[src/rtl/video_output_stage.sv]
// -----------------------------------------------------------------------------
// video_output_stage
//
// Final registered stage of the colour-bar video path. It takes the pattern
// stage's beam signals and drives the pins. Pixel data and syncs go through two
// register stages, so every input reaches the outputs with equal latency.
// Blanking is enforced and a one-pixel safe-area border can be overlaid. A
// per-frame display mode (NORMAL / INVERT / MONO / BLACK) is applied to the
// pixel data.
//
// Ports
//   clk          in   pixel clock (only clock)
//   reset        in   synchronous, active-high
//   hsync_in     in   active-high hsync from the pattern stage
//   vsync_in     in   active-high vsync from the pattern stage
//   display_on   in   visible-area flag
//   hpos, vpos   in   beam column / row (9 bits)
//   rgb_in       in   {r,g,b} pixel
//   mode_next    in   request to advance the mode (level or pulse)
//   hsync        out  delayed hsync, polarity per SYNC_INVERT
//   vsync        out  delayed vsync, polarity per SYNC_INVERT
//   rgb          out  final pixel
//   mode         out  current mode: 0 NORMAL, 1 INVERT, 2 MONO, 3 BLACK
//   frame_start  out  one-cycle pulse on the first active cycle of output vsync
// -----------------------------------------------------------------------------
module video_output_stage #(
    parameter int FRAMES_PER_MODE = 60,   // 1..255
    parameter int AUTO_CYCLE      = 1,
    parameter int SYNC_INVERT     = 0,
    parameter int BORDER_EN       = 1,
    parameter int H_LAST          = 255,
    parameter int V_LAST          = 239
) (
    input  logic       clk,
    input  logic       reset,
    input  logic       hsync_in,
    input  logic       vsync_in,
    input  logic       display_on,
    input  logic [8:0] hpos,
    input  logic [8:0] vpos,
    input  logic [2:0] rgb_in,
    input  logic       mode_next,
    output logic       hsync,
    output logic       vsync,
    output logic [2:0] rgb,
    output logic [1:0] mode,
    output logic       frame_start
);

    typedef enum logic [1:0] {
        MODE_NORMAL = 2'd0,
        MODE_INVERT = 2'd1,
        MODE_MONO   = 2'd2,
        MODE_BLACK  = 2'd3
    } mode_e;

    localparam logic [8:0] H_LAST_C   = 9'(H_LAST);
    localparam logic [8:0] V_LAST_C   = 9'(V_LAST);
    localparam logic [7:0] FCNT_LAST  = 8'(FRAMES_PER_MODE - 1);
    localparam logic       SYNC_INV_C = (SYNC_INVERT != 0);
    localparam logic       AUTO_C     = (AUTO_CYCLE != 0);
    localparam logic       BORDER_C   = (BORDER_EN != 0);

    // ---------------- stage 1: registered input bundle ----------------
    logic       hs_s1_q, vs_s1_q, de_s1_q, bdr_s1_q;
    logic [2:0] rgb_s1_q;
    logic       bdr_d;

    // ---------------- stage 2: output registers ----------------
    // Syncs are held pre-inversion. vs_s2_q is also the "previous vsync"
    // for frame-edge detection. The polarity flip is a constant XOR on the pins.
    logic       hs_s2_q, vs_s2_q;
    logic [2:0] rgb_q, rgb_d;
    logic       fs_q;

    // ---------------- per-frame mode control ----------------
    mode_e      mode_q, mode_d;
    logic [7:0] fcnt_q, fcnt_d;
    logic       pending_q, pending_d;
    logic       fe, advance;

    // The border is only flagged on visible pixels, so blanking always wins.
    always_comb begin
        bdr_d = BORDER_C & display_on &
                ((hpos == 9'd0) || (hpos == H_LAST_C) ||
                 (vpos == 9'd0) || (vpos == V_LAST_C));
    end

    // The rising edge of stage-1 vsync marks the frame boundary. It always
    // falls in vertical blanking, so a mode switch here never splits a line.
    assign fe      = vs_s1_q & ~vs_s2_q;
    assign advance = fe & (pending_q | (AUTO_C & (fcnt_q == FCNT_LAST)));

    // The pixel transform uses the mode in force before this cycle's update.
    // The pixel leaving on a frame edge is in blanking anyway.
    always_comb begin
        rgb_d = rgb_s1_q;
        case (mode_q)
            MODE_NORMAL: rgb_d = rgb_s1_q;
            MODE_INVERT: rgb_d = ~rgb_s1_q;
            MODE_MONO:   rgb_d = (rgb_s1_q != 3'b000) ? 3'b111 : 3'b000;
            default:     rgb_d = 3'b000;
        endcase
        if (bdr_s1_q) rgb_d = 3'b111;
        if (!de_s1_q) rgb_d = 3'b000;
    end

    always_comb begin
        mode_d = advance ? mode_e'(mode_q + 2'd1) : mode_q;   // 3 wraps to 0

        fcnt_d = fcnt_q;
        if (!AUTO_C) begin
            fcnt_d = 8'd0;
        end else if (fe) begin
            fcnt_d = advance ? 8'd0 : fcnt_q + 8'd1;
        end

        // A request that arrives on the frame edge itself is kept for the
        // next frame, so it is never lost. Extra requests within a frame
        // collapse into one.
        pending_d = pending_q;
        if (mode_next) begin
            pending_d = 1'b1;
        end else if (fe) begin
            pending_d = 1'b0;
        end
    end

    always_ff @(posedge clk) begin
        if (reset) begin
            hs_s1_q   <= 1'b0;
            vs_s1_q   <= 1'b0;
            de_s1_q   <= 1'b0;
            bdr_s1_q  <= 1'b0;
            rgb_s1_q  <= 3'b000;
            hs_s2_q   <= 1'b0;
            vs_s2_q   <= 1'b0;
            rgb_q     <= 3'b000;
            fs_q      <= 1'b0;
            mode_q    <= MODE_NORMAL;
            fcnt_q    <= 8'd0;
            pending_q <= 1'b0;
        end else begin
            hs_s1_q   <= hsync_in;
            vs_s1_q   <= vsync_in;
            de_s1_q   <= display_on;
            bdr_s1_q  <= bdr_d;
            rgb_s1_q  <= rgb_in;
            hs_s2_q   <= hs_s1_q;
            vs_s2_q   <= vs_s1_q;
            rgb_q     <= rgb_d;
            fs_q      <= fe;
            mode_q    <= mode_d;
            fcnt_q    <= fcnt_d;
            pending_q <= pending_d;
        end
    end

    assign hsync       = hs_s2_q ^ SYNC_INV_C;
    assign vsync       = vs_s2_q ^ SYNC_INV_C;
    assign rgb         = rgb_q;
    assign mode        = mode_q;
    assign frame_start = fs_q;

endmodule

[config.mk]
export PLATFORM = sky130hd
export DESIGN_NAME = video_output_stage
export DESIGN_NICKNAME = d
export VERILOG_FILES = /design/src/rtl/video_output_stage.sv
export SDC_FILE = /design/constraint.sdc
export NUM_CORES = 1
export LEC_CHECK = 0
export CAP_MARGIN = 25
export CORE_MARGIN = 2
export CORE_UTILIZATION = 30
export DETAILED_ROUTE_END_ITERATION = 8
export PLACE_DENSITY_LB_ADDON = 0.12
export SLEW_MARGIN = 25
export SYNTH_ARGS = -nofsm -noshare
export SYNTH_HDL_FRONTEND = slang
export SYNTH_SLANG_ARGS = --single-unit
[constraint.sdc]
create_clock -name clk -period 2.7 [get_ports clk]
set_clock_uncertainty 0.05 [all_clocks]
set_input_delay 0.54 -clock clk [delete_from_list [all_inputs] [get_ports clk]]
set_output_delay 0.54 -clock clk [all_outputs]
set_load 0.03 [all_outputs]
; ---- After elaboration in Yosys (flattened, before gate mapping)
; Index checks and enable logic that the tools add are counted.
; W data, S select, Z words.
[totals]
ff_bits = 24
input_bits = 27
wordCells = 41
[op_classes]
n_addsub = 2
n_eq_ne = 5
muxes = 6
bitwise = 7
reduce_logical = 9
[ops]
columns = operator, count
row1 = $eq A9 B8 Y1 const B, 2
row2 = $logic_not A9 Y1, 2
row3 = $pmux W3 S3, 1
row4 = $add A8 B1 Y8 const B, 1
row5 = $eq A8 B6 Y1 const B, 1
row6 = $mux W8, 1
row7 = $mux W3, 2
row8 = $and A1 B1 Y1, 3
row9 = $logic_or A1 B1 Y1, 3
row10 = $not A3 Y3, 1
row11 = $reduce_bool A3 Y1, 1
row12 = $add A2 B1 Y2 const B, 1
row13 = $eq A2 B1 Y1 const B, 1
row14 = $eq A2 B2 Y1 const B, 1
row15 = $logic_not A2 Y1, 1
row16 = $mux W1, 2
row17 = $not A1 Y1, 2
row18 = $reduce_bool A2 Y1, 1
row19 = $reduce_or A2 Y1, 1
row20 = $or A1 B1 Y1, 1

; ---- Longest topological paths before layout
[logic_depth]
depth_word = 5
mapped_depth = 6
mapped_depth_nobuf = 6

; ---- Worst setup path before layout
; No wires, ideal clock.
[synth_path]
kind = flip-flop to flip-flop
from = register fcnt_q[0]
to = register mode_q[0] (netlist: mode[0])
t_arrival_ns = 1.285
required_ns = 2.529
path_slack_ns = 1.244
stages_incl_launch_ff = 6
path_buffers = 0
cell_sequence = dfxtp_1 -> ha_1 -> nor4b_2 -> a21oi_2 -> nor2_4 -> mux2_4
[synth_between]
elab_chain_cells = 3
[synth_lines]
columns = element, line
row1 = start: declaration, 78  ; logic [7:0] fcnt_q, fcnt_d;
row2 = start signal: assignment, 154  ; fcnt_q <= fcnt_d;
row3 = $eq A8 B6 Y1, 92  ; assign advance = fe & (pending_q | (AUTO_C & (fcnt_q == FCNT_LAST)));
row4 = $or A1 B1 Y1, 92
row5 = $and A1 B1 Y1, 92
row6 = end signal: assignment, 153  ; mode_q <= mode_d;
row7 = end: declaration, 77  ; mode_e mode_q, mode_d;
; Every way passes these cells.
; A chain may end at the register's enable or synchronous reset.

; ---- Worst setup path in the final report
[layout_path]
from = register mode_q[1] (netlist: mode[1])
to = output port mode[1]
[layout_lines]
columns = element, line
row1 = end: declaration, 46  ; output logic [1:0] mode,
; No word-level cell between the ends.

==> summary.txt <==
Finish
  – Layout area overhead: 38.8%
  – Non-filler instance count after layout: 193
  – Diode count: 0
  – Fin util: 0.438
  – Final Instance Area: 0.00147 mm2
  – Share of cells above drive strength 1: 0.0816
  – Layout Nets: 181
  – Fill cells: 376
  – Multi-input gate area: 563 um2
  – Register area: 480 um2

Critical path
  – Crit path depth: 1
  – Ordered cell list for the critical path: clkdlybuf4s50_1
  – Critical path destination: mode[1]
  – Crit path from: mode[1]
  – Crit path DAT: 1450 ps
  – Worst Setup Start Kind: flop
  – Crit Path Category: flop to output port
  – Worst Path Max Fanout: 5
  – Crit-path leading delay family: buffers and inverters
  – Worst setup EP type: output port
  – Worst r2r path cells: 5
  – Worst R2R End: mode[0]
  – Reg-to-reg slack, setup: 1110 ps
  – Required @ worst endpoint: 2110 ps
  – Bufs and invs on worst path: 1
  – Critical Path Max Stage Delay: 700 ps
  – Worst path slowest cell: clkdlybuf4s50_1
  – Reg-to-Reg Start: fcnt_q[0]

Synthesis
  – Register area share after synthesis: 0.453
  – Post-synth EDFFs: 0
  – Synth unique cells: 30
  – Yosys reg bits: 24
  – Largest family of logic cells by synthesized area: simple AND/OR/NAND/NOR gates
  – Avg Cell Area, Syn: 9.46 um2
  – Simple-Gate Fraction of Synth Area: 0.298
  – Compound-Gate Fraction of Synth Area: 0.0933
  – Synth top area share: 0.453
  – Area leader, netlist: dfxtp_1
  – Mapped cell area: 0.00106 mm2
  – Area contributors post-synth: dfxtp_1, nor2_1, ha_1, nor2b_1, xor2_1
  – Prevailing post-synth register cell: dfxtp_1
  – Syn nets: 144
  – Fraction of registers with async set/reset: 0
  – Post-synthesis instance total: 112
  – Multiplexer share of the synthesized area: 0.0236
  – Synth Area in Adders: 0.0590
  – Yosys warnings: 0
  – Synth Area in XOR/XNOR: 0.0579

Die
  – IO Pins: 35
  – Initial Util: 0.315
  – # rows: 21
  – Die area: 0.00402 mm2
  – Core area: 0.00336 mm2
  – Die height: 63.4 um
  – Chip Width: 63.4 um

GRT
  – Global-route wire length before repair: 3480 um
  – GRT Total Usage: 0.110
  – Initial antenna violation count: 0
  – Pin count of the biggest net entering global routing: 16
  – Total grt overflow: 0
  – Vias in the first global route: 860

Flow run
  – Max Cap Viol: 0

Drt
  – ANT nets after route: 0
  – DRC: 0
  – First-pass iteration count of the detailed router: 4
  – Final wirelength: 2030 um
  – Via count: 863
  – Drt wl/cell: 10.5 um
  – Initial drt markers: 9
  – Drt via density: 4.47

STA
  – RSZ-0062 raised after global routing: no
  – Relative slew slack: 0.621
  – Worst Max-Slew Pin Slew: 568 ps
  – Fmax: 490 MHz
  – Final slew viol count: 0
  – Final setup TNS: 0 ps
  – Final min period: 2040 ps
  – Setup violators final: 0
  – Hold_ws: 423 ps
  – Period utilization: 0.756
  – Hold Vio Cnt, Final: 0

Clock network
  – Clock slew at reported path FFs: 130 ps
  – CTS tree: built
  – # Post-CTS Setup Buffers: 0
  – Num CTS Buffers: 3
  – Post-cts resize count: 0
  – Latest clock arrival within the worst-skew pair: 310 ps
  – Hold Buf Count CTS: 0
  – Root buf cell: clkbuf_4
  – CTS max path bufs: 2
  – Clk sinks: 24
  – CTS H-tree lvls: 1

Power
  – LEAKAGE: 0.000528 uW
  – Peak supply drop: 218 uV
  – Power Density: 424 mW/mm2

Place
  – Detailed Place HPWL: 1650 um
  – Cells after DPL: 190
  – Placed Area: 0.00145 mm2
  – Placer Congestion: 0.711
  – IO buf count: 34

Hold path
  – Hold crit path type: flop to flop

Run status
  – Status: finished, final reports clean
-- state kept, by name (all words and copies together), names as in the netlist, 2 cells and up --
name      count
fcnt_q        8
mode          2
rgb           3
rgb_s1_q      3
-- synthesized netlist by cell type, types with 2 or more instances --
| master | n |
|---|---|
| a21oi_1 | 3 |
| a221oi_1 | 3 |
| dfxtp_1 | 24 |
| ha_1 | 5 |
| inv_1 | 2 |
| nand2_1 | 6 |
| nand2b_1 | 3 |
| nand4_1 | 7 |
| nor2_1 | 20 |
| nor2b_1 | 10 |
| nor4_1 | 3 |
| o21ai_0 | 3 |
| xor2_1 | 6 |
-- report_power, final --
group / internal [uW] / leakage (uW) / switching (uW)
registers: 365 / 0.000196 / 7.04
clock network: 52.3 / 0.0000138 / 105
logic: 56.8 / 0.000318 / 37.6
-- worst min path at each step --
stage                     startpoint           to  slack [ps]  cells past startpoint
final                        hs_s1_q        hsync         420                      1
after detailed placement     hs_s1_q        hsync         400                      1
after floorplan              hs_s1_q        hsync         360                      1
after global placement         vsync  frame_start         400                      1
after CTS                    hs_s1_q        hsync         430                      1
after global routing         hs_s1_q        hsync         450                      1
-- per-layer routing --
metal,up-vias,GRT usage,wire length [um]
met5,-,0,0
met4,0,0.0571,44
met3,4,0.0357,156
met2,31,0.186,908
met1,371,0.124,917
li1,457,-,-
-- placed cells by master (no fill, tap or decap), types with 2 or more instances in the layout --
cell type / count
clkdlybuf4s50_1: 34
a221oi_1: 3
nand4_1: 7
dfxtp_1: 24
inv_1: 2
xor2_1: 6
o21ai_0: 3
nor2b_1: 10
a21oi_1: 3
nand2b_1: 3
nor2_1: 20
clkbuf_4: 3
nor4_1: 3
ha_1: 5
nand2_1: 6
-- cell families (layout without fill, tap and decap cells) --
family / Yosys count / after routing
AOI/OAI and AO/OA: 13 / 13
xor gates and xnor gates: 7 / 7
adders and majority gates: 5 / 5
buffers and inverters: 4 / 39
DFF: 24 / 24
muxes: 2 / 2
and+or+nand+nor: 57 / 57
-- per-stage QoR --
| step | setup slack [ps] | power (uW) |
|---|---|---|
| 2_1_floorplan | 1240 | 421 |
| 3_3_place_gp | 874 | 473 |
| 3_5_place_dp | 864 | 476 |
| 4_1_cts | 631 | 634 |
| 5_1_grt | 594 | 659 |
| 6_report | 658 | 624 |
-- layout make-up --
type                    instances  share of cell area
repair buffers                 34               0.231
multi-input cells              84               0.383
inverters                       2             0.00510
flip-flops and latches         24               0.327
clock buffers                   3              0.0153
well taps                      46              0.0391
(Power assumes the default switching activity.)
